**src/rtl/alu_pkg.sv**
```systemverilog
// Shared ALU definitions: default datapath width, result-stage state
// encoding and the {zero, neg, carry, ovf} flag bundle layout used by the
// result stage, writeback and branch units.
package alu_pkg;

   localparam int unsigned ALU_N = 32;

   // Result-stage occupancy; 2'b11 is illegal and recovers to ST_EMPTY.
   typedef enum logic [1:0] {
      ST_EMPTY = 2'b00,
      ST_ONE   = 2'b01,
      ST_TWO   = 2'b10
   } stage_state_e;

   // Flag bundle bit positions, constant-indexed.
   localparam int unsigned FLAG_W     = 4;
   localparam int unsigned FLAG_ZERO  = 3;
   localparam int unsigned FLAG_NEG   = 2;
   localparam int unsigned FLAG_CARRY = 1;
   localparam int unsigned FLAG_OVF   = 0;

   typedef logic [FLAG_W-1:0] alu_flags_t;

   // Assemble a flag bundle in the shared layout.
   function automatic alu_flags_t pack_flags(input logic zero,
                                             input logic neg,
                                             input logic carry,
                                             input logic ovf);
      alu_flags_t f;
      f             = '0;
      f[FLAG_ZERO]  = zero;
      f[FLAG_NEG]   = neg;
      f[FLAG_CARRY] = carry;
      f[FLAG_OVF]   = ovf;
      return f;
   endfunction

endpackage

```
**src/rtl/alu_flag_gen.sv**
```systemverilog
// Combinational zero/negative flag generator for an N-bit result.
// Ports:
//   result  - N-bit value to inspect
//   zero_c  - 1 when result is all zeros
//   neg_c   - result MSB (two's-complement sign)
module alu_flag_gen #(
   parameter int unsigned N = 32
) (
   input  logic [N-1:0] result,
   output logic         zero_c,
   output logic         neg_c
);

   assign zero_c = ~|result;
   assign neg_c  = result[N-1];

endmodule

```
**src/rtl/alu_result_stage.sv**
```systemverilog
// Registered ALU output stage with a 2-entry skid buffer. Captures the ALU
// result with zero/neg flags and forwarded carry/ovf, and hands it to the
// writeback consumer over valid/ready. in_ready depends only on registered
// state, never combinationally on out_ready.
// Ports:
//   clk, rst_n                   - clock, async active-low reset
//   in_valid/in_ready            - ALU-side handshake
//   in_result, in_carry, in_ovf  - ALU result and adder flags
//   out_valid/out_ready          - consumer-side handshake
//   out_result, out_zero, out_neg, out_carry, out_ovf - registered result
//   xfer_count                   - completed output transfers (wraps)
module alu_result_stage
   import alu_pkg::*;
#(
   parameter int unsigned N     = ALU_N,
   parameter int unsigned CNT_W = 16
) (
   input  logic             clk,
   input  logic             rst_n,
   input  logic             in_valid,
   output logic             in_ready,
   input  logic [N-1:0]     in_result,
   input  logic             in_carry,
   input  logic             in_ovf,
   output logic             out_valid,
   input  logic             out_ready,
   output logic [N-1:0]     out_result,
   output logic             out_zero,
   output logic             out_neg,
   output logic             out_carry,
   output logic             out_ovf,
   output logic [CNT_W-1:0] xfer_count
);

   stage_state_e state_q;
   stage_state_e state_d;

   logic [N-1:0] m_result_q;
   alu_flags_t   m_flags_q;
   logic [N-1:0] s_result_q;
   alu_flags_t   s_flags_q;

   logic       in_zero_c;
   logic       in_neg_c;
   alu_flags_t in_flags_c;

   logic accept_c;
   logic xfer_c;
   logic load_m_in_c;
   logic load_m_skid_c;
   logic load_s_c;

   // Flags are generated at capture time so the output path is flop-only.
   alu_flag_gen #(
      .N(N)
   ) u_flag_gen (
      .result (in_result),
      .zero_c (in_zero_c),
      .neg_c  (in_neg_c)
   );

   assign in_flags_c = pack_flags(in_zero_c, in_neg_c, in_carry, in_ovf);

   assign accept_c = in_valid & in_ready;
   assign xfer_c   = out_valid & out_ready;

   // Next-state and load selects.
   always_comb begin
      state_d       = state_q;
      load_m_in_c   = 1'b0;
      load_m_skid_c = 1'b0;
      load_s_c      = 1'b0;
      case (state_q)
         ST_EMPTY: begin
            if (accept_c) begin
               load_m_in_c = 1'b1;
               state_d     = ST_ONE;
            end
         end
         ST_ONE: begin
            if (accept_c && !xfer_c) begin
               load_s_c = 1'b1;
               state_d  = ST_TWO;
            end else if (accept_c && xfer_c) begin
               load_m_in_c = 1'b1;
            end else if (xfer_c) begin
               state_d = ST_EMPTY;
            end
         end
         ST_TWO: begin
            // in_ready is low here, so only a drain can occur.
            if (xfer_c) begin
               load_m_skid_c = 1'b1;
               state_d       = ST_ONE;
            end
         end
         default: begin
            state_d = ST_EMPTY;
         end
      endcase
   end

   // State, handshake outputs, main/skid registers and transfer counter.
   always_ff @(posedge clk or negedge rst_n) begin
      if (!rst_n) begin
         state_q    <= ST_EMPTY;
         out_valid  <= 1'b0;
         in_ready   <= 1'b1;
         m_result_q <= '0;
         m_flags_q  <= '0;
         s_result_q <= '0;
         s_flags_q  <= '0;
         xfer_count <= '0;
      end else begin
         state_q   <= state_d;
         out_valid <= (state_d != ST_EMPTY);
         in_ready  <= (state_d != ST_TWO);
         if (load_m_in_c) begin
            m_result_q <= in_result;
            m_flags_q  <= in_flags_c;
         end else if (load_m_skid_c) begin
            m_result_q <= s_result_q;
            m_flags_q  <= s_flags_q;
         end
         if (load_s_c) begin
            s_result_q <= in_result;
            s_flags_q  <= in_flags_c;
         end
         if (xfer_c) begin
            xfer_count <= xfer_count + CNT_W'(1);
         end
      end
   end

   assign out_result = m_result_q;
   assign out_zero   = m_flags_q[FLAG_ZERO];
   assign out_neg    = m_flags_q[FLAG_NEG];
   assign out_carry  = m_flags_q[FLAG_CARRY];
   assign out_ovf    = m_flags_q[FLAG_OVF];

endmodule

```
**config.mk**
```make
export PLATFORM = sky130hd
export DESIGN_NAME = alu_result_stage
export DESIGN_NICKNAME = d
export VERILOG_FILES = /design/src/rtl/alu_pkg.sv /design/src/rtl/alu_flag_gen.sv /design/src/rtl/alu_result_stage.sv
export SDC_FILE = /design/constraint.sdc
export NUM_CORES = 1
export LEC_CHECK = 0
export ABC_AREA = 1
export CAP_MARGIN = 0
export CORE_UTILIZATION = 45
export DETAILED_ROUTE_END_ITERATION = 6
export GPL_ROUTABILITY_DRIVEN = 0
export MAX_ROUTING_LAYER = met4
export PLACE_DENSITY = 0.83
export SYNTH_ARGS = -nofsm -noshare
export SYNTH_HDL_FRONTEND = slang
export SYNTH_SLANG_ARGS = --single-unit
```
**constraint.sdc**
```tcl
create_clock -name clk -period 1.31 [get_ports clk]
set_clock_uncertainty 0.05 [all_clocks]
set_input_delay 0.1965 -clock clk [delete_from_list [all_inputs] [get_ports clk]]
set_output_delay 0.1965 -clock clk [all_outputs]
set_load 0.005 [all_outputs]
```
Word level (Yosys, flattened, before mapping)
Cells that the tools add are included.
{"block": "totals", "register_bits": 92, "in_bits": 38, "output_inout_bits": 54}
{"block": "op_classes", "n_addsub": 1, "n_eq_ne": 3, "n_mux": 18, "bitwise": 2, "reduce_logical": 8}
{"op": "$mux 32", "count": 2}
{"op": "$reduce_or 32->1", "count": 1}
{"op": "$add 16x1->16 const B", "count": 1}
{"op": "$mux 2", "count": 5}
{"op": "$mux 4", "count": 2}
{"op": "$mux 1", "count": 7}
{"op": "$pmux 2 s3", "count": 1}
{"op": "$reduce_bool 2->1", "count": 2}
{"op": "$and 1x1->1", "count": 2}
{"op": "$eq 2x1->1 const B", "count": 1}
{"op": "$eq 2x2->1 const B", "count": 1}
{"op": "$logic_and 1x1->1", "count": 2}
{"op": "$logic_not 1->1", "count": 2}
{"op": "$logic_not 2->1", "count": 1}
{"op": "$ne 2x2->1 const B", "count": 1}
{"op": "$pmux 1 s2", "count": 1}

Depth between registers and ports, before layout
{"block": "logic_depth", "ltp_word": 6, "depth_mapped": 9, "ltp_nobuf": 9}

Hierarchy
Synthesis repeated with hierarchy kept, for this count alone.
{"block": "hier_totals", "cells_unflattened": 464, "hier_area_um2": 4314.1}
{"mod": "alu_result_stage", "instances": 1, "cells_per_inst": 432, "area_each_um2": 4190.3, "seq_area_each_um2": 2303.5}
{"mod": "alu_flag_gen", "instances": 1, "cells_per_inst": 32, "area_each_um2": 123.9, "seq_area_each_um2": 0.0}

Worst setup path after synthesis
Ideal clock, no wire load.
{"block": "synth_timing", "path_kind": "reg2reg", "from": "register in_ready", "to": "register m_result_q[10] (netlist: out_result[10])", "arrival_time_ns": 1.276, "t_required_ns": 1.125, "setup_slack_ns": -0.151, "stages_incl_launch_ff": 9, "n_path_buf": 1, "period_less_slack_ns": 1.461, "path_cell_list": "dfstp_2 > nand2_2 > inv_1 > nand3_4 > nand2_2 > inv_4 > buf_6 > nand2_1 > o211ai_1"}
{"block": "synth_between", "elab_chain_cells": 6, "elab_cells_between_ends": 9}
{"element": "start: declaration", "line": "alu_result_stage.sv:21", "rtl": "output logic in_ready,"}
{"element": "start signal: assignment", "line": "alu_result_stage.sv:117", "rtl": "in_ready <= (state_d != ST_TWO);"}
{"element": "$and 1x1->1 (*)", "line": "alu_result_stage.sv:64", "rtl": "assign accept_c = in_valid & in_ready;"}
{"element": "$logic_and 1x1->1", "line": "alu_result_stage.sv:84", "rtl": "end else if (accept_c && xfer_c) begin"}
{"element": "$mux 1", "line": "alu_result_stage.sv:84"}
{"element": "$mux 1", "line": "alu_result_stage.sv:81", "rtl": "if (accept_c && !xfer_c) begin"}
{"element": "$pmux 1 s2 (*)", "line": "alu_result_stage.sv:73", "rtl": "case (state_q)"}
{"element": "$mux 32 or $reduce_bool 2->1 (tied branches)"}
{"element": "end signal: assignment", "line": "alu_result_stage.sv:119", "rtl": "m_result_q <= in_result;"}
{"element": "end signal: assignment", "line": "alu_result_stage.sv:122", "rtl": "m_result_q <= s_result_q;"}
{"element": "end: declaration", "line": "alu_result_stage.sv:38", "rtl": "logic [N-1:0] m_result_q;"}
Mark *: on every way between the ends. The rest lies on a longest branch, timed or not.
A chain may end at the register's enable or synchronous reset.

Worst setup path after layout
{"block": "layout_timing", "from": "register in_ready", "to": "register m_result_q[0] (netlist: out_result[0])"}
Same word-level chain as after synthesis.

==> flow_metrics.tcl <==
set metrics [dict create \
    cp_data_required_time_ns 1.49 \
    max_clock_freq_mhz 647 \
    synth_cell_type_count 30 \
    grt_first_pass_wirelength_mm 18.4 \
    ioPinCount 92 \
    design_power_total_w 0.0129 \
    final_hold_viol_count 0 \
    sink_count_of_the_clock_tree 90 \
    num-fill-cells 590 \
    synth_mux_area_frac 0 \
    detail_route_met3_wl_um 659 \
    synth-seq-cells 90 \
    routedLengthMet1_mm 4.74 \
    route.top_layer_used "met4" \
    synth_sequential_area_ratio 0.553 \
    preCtsSetupSlack_ns -0.499 \
    synth-simple-area-share 0.209 \
    postRouteAntennaNets 0 \
    pwr-share-seq 0.361 \
    tightestPinTransition_ns 0.255 \
    regToRegEndpoint "out_result[0]" \
    dp.final_hpwl_mm 7.30 \
    min-delay-path-class "in2async" \
    clock_pin_slew_on_the_worst_setup_and_hold_paths_ns 0.10 \
    slew-limit-headroom 0.830 \
    finalSetupViolCount 85 \
    power.switching_fraction 0.371 \
    placeable_core_region_um2 8760 \
    layout_setup_ws_ns -0.236 \
    timing.critical_path.to_type "flip-flop" \
    syn_nets 477 \
    synth.cell_area_um2 4080 \
    worst_skew_pair.late_latency_ns 0.36 \
    layout-drive-gt1-share 0.361 \
    power.net_switching_w 0.00479 \
    fp.dieArea_um2 9440 \
    initial_utilization 0.465 \
    rsz_0062_raised_after_global_routing "yes" \
    r2r.worst_path.cells 9 \
    row_count 34 \
    drt_first_pass_iters 4 \
    cts_tree "built" \
    routed_wl_mm 12.1 \
    synth_warnings 0 \
    cts.path.max_buffers 2 \
    die_height_um 97.2 \
    grt_use_total 0.253 \
    timing.final.max_slew_violations 0 \
    vias 3810 \
    pin_count_of_the_biggest_net_entering_global_routing 48 \
    syn_avg_cell_area_um2 9.31 \
    internal_power_w 0.00812 \
    drt_iter0_markers 156 \
    ir_drop_v 0.00106 \
    violations "setup timing" \
    synth_adder_area_share 0.00307 \
    clkPwrFrac 0.139 \
    crit_path_arrival_time_ns 1.73 \
    synth_top_family_by_area "simple AND/OR/NAND/NOR gates" \
    die_w_um 97.2 \
    wl_met2_mm 6.43 \
    r2r-start "in_ready" \
    mostFrequentLayoutCell "sky130_fd_sc_hd__dfrtp_1" \
    num-nets-final 669 \
    remaining_global_route_overflow 0 \
    dpl_cell_area_um2 5570 \
    drt-wirelength-per-cell_um 16.3 \
    critPathKind "reg2reg" \
    portBuffers 91 \
    area_growth_pct 60.3 \
    detail_route.drc_violations 0 \
    synth_compound_area_frac 0.122 \
    outcome "finished, violations left" \
    worstSetupStartpointType "flip-flop" \
    power.combinational.fraction 0.500 \
    setup.reg_to_reg.worst_slack_ns -0.24 \
    period_share 1.18 \
    cts_buffers 9 \
    grt_pass1_vias 3852 \
    powerDensity_nw_per_um2 1970 \
    timing.final.crit_period_ns 1.55 \
    drt-vias-per-instance 5.13 \
    xor_xnor_share_of_the_synthesized_area 0.0279 \
    root_buffer "sky130_fd_sc_hd__clkbuf_8" \
    grt_antenna_before_repair 0 \
    power.static_leakage_nw 3.16 \
    path_max_fanout 10 \
    max_cap_viol_count 0 \
    diodes 0 \
    syn_inst 438 \
    postLayoutCellArea_um2 6540 \
    highest_count_cells_in_the_layout_ignoring_fill_and_taps "88 x sky130_fd_sc_hd__dfrtp_1, 77 x sky130_fd_sc_hd__nand2_1, 76 x sky130_fd_sc_hd__buf_4" \
    layout.core_utilization 0.746 \
    h-tree-depth 3 \
]
## sequential cells by signal, summed over array words and instances, names as in the netlist
register	count
in_ready	1
m_flags_q	4
out_result	31
out_valid	1
s_flags_q	4
s_result_q	31
state_q	2
xfer_count	16
## cell families (layout without fill, tap and decap cells)
kind of cell | Yosys count | count (layout)
AO/OA/AOI/OAI | 73 | 73
XOR/XNOR | 13 | 13
adder cells (fa/ha/maj) | 1 | 1
buffers and inverters | 73 | 270
flip-flops | 90 | 90
AND/OR/NAND/NOR | 188 | 188
## power groups by stage
stage                     combinational [W]  sequential [W]  clock (W)
after floorplan                     0.00233         0.00458          0
after global placement              0.00474         0.00460          0
after detailed placement            0.00496         0.00463          0
after CTS                           0.00560         0.00455    0.00177
after global routing                0.00694         0.00478    0.00191
final                               0.00645         0.00467    0.00179
## worst max path at each step
stage                         start        endpoint  slack, ns  depth (start not counted)
after floorplan            in_ready  out_result[10]      -0.08                          8
after global placement    out_ready  s_result_q[10]      -0.38                          9
after detailed placement  out_ready   s_result_q[1]      -0.50                          9
after CTS                 out_valid   s_result_q[1]      -0.18                         10
after global routing       in_ready  out_result[11]      -0.29                          9
final                      in_ready   out_result[0]      -0.24                          9
## metal layers
layer / track usage / vias to the layer above
met2: 0.433 / 140
met1: 0.303 / 1861
met5: - / -
met3: 0.0417 / 22
li1: - / 1787
met4: 0.0873 / 0
## cell usage after synthesis
cell	instances	share of area
sky130_fd_sc_hd__inv_2	5	0.0046
sky130_fd_sc_hd__nor3_1	2	0.0025
sky130_fd_sc_hd__buf_4	2	0.0037
sky130_fd_sc_hd__dfrtp_1	89	0.55
sky130_fd_sc_hd__nor2_1	26	0.024
sky130_fd_sc_hd__buf_6	6	0.017
sky130_fd_sc_hd__inv_1	48	0.044
sky130_fd_sc_hd__nand3_4	1	0.0043
sky130_fd_sc_hd__a21oi_2	1	0.0021
sky130_fd_sc_hd__nor2_2	2	0.0031
sky130_fd_sc_hd__ha_1	1	0.0031
sky130_fd_sc_hd__o211ai_1	34	0.063
sky130_fd_sc_hd__nor2_4	2	0.0055
sky130_fd_sc_hd__buf_8	1	0.0037
sky130_fd_sc_hd__nand4_1	2	0.0031
sky130_fd_sc_hd__nand2_4	3	0.0083
sky130_fd_sc_hd__xnor2_1	3	0.0064
sky130_fd_sc_hd__dfstp_2	1	0.0064
sky130_fd_sc_hd__clkbuf_1	3	0.0028
sky130_fd_sc_hd__inv_4	2	0.0031
sky130_fd_sc_hd__nand2_2	13	0.020
sky130_fd_sc_hd__nor2_8	1	0.0049
sky130_fd_sc_hd__o21ai_1	17	0.021
sky130_fd_sc_hd__nand3_1	24	0.029
sky130_fd_sc_hd__o21ai_2	11	0.024
sky130_fd_sc_hd__xor2_1	10	0.021
sky130_fd_sc_hd__o21ai_0	10	0.012
sky130_fd_sc_hd__nand2_1	111	0.10
sky130_fd_sc_hd__buf_2	6	0.0074
sky130_fd_sc_hd__or2_1	1	0.0015
## critical path, cell delays in order (launching register included)
cell and delay (ns):
sky130_fd_sc_hd__dfstp_2 0.54, sky130_fd_sc_hd__buf_6 0.11, sky130_fd_sc_hd__nand2_8 0.06, sky130_fd_sc_hd__inv_6 0.07
sky130_fd_sc_hd__nand3_4 0.09, sky130_fd_sc_hd__nand2_4 0.11, sky130_fd_sc_hd__inv_8 0.06, sky130_fd_sc_hd__buf_12 0.14
sky130_fd_sc_hd__nand2_1 0.09, sky130_fd_sc_hd__o211ai_1 0.11
## through the flow
| step | hold WS [ns] | TNS [ns] | std cells |
|---|---|---|---|
| global placement | -0.0304 | -25.80 | 674 |
| floorplan | -0.149 | -2.75 | 438 |
| finish | 0.137 | -12.74 | 743 |
| detailed placement | -0.0280 | -29.74 | 674 |
| CTS | 0.125 | -9.93 | 732 |
| global route | 0.136 | -17.92 | 743 |
## final cells by class
type | count | area [µm²] | share of cell area
well taps | 108 | 135 | 0.0207
flip-flops and latches | 90 | 2250 | 0.345
multi-input cells | 275 | 1770 | 0.270
repair inverters | 2 | 36.3 | 0.00555
clock inverters | 6 | 41.3 | 0.00632
repair buffers | 197 | 1920 | 0.293
clock buffers | 10 | 138 | 0.0211
inverters | 55 | 248 | 0.0379
## timing repair
| item | in CTS | in global routing |
|---|---|---|
| hold buffers | 1 | 0 |
| buffers inserted | 39 | 11 |
| hold endpoints to repair | 89 | 0 |
| resized for setup | 126 | 69 |
| cloned | 2 | 2 |
| pin swaps | 11 | 17 |
| endpoints found under the setup margin | 129 | 90 |
No activity file was read; power rests on OpenSTA's default activity.
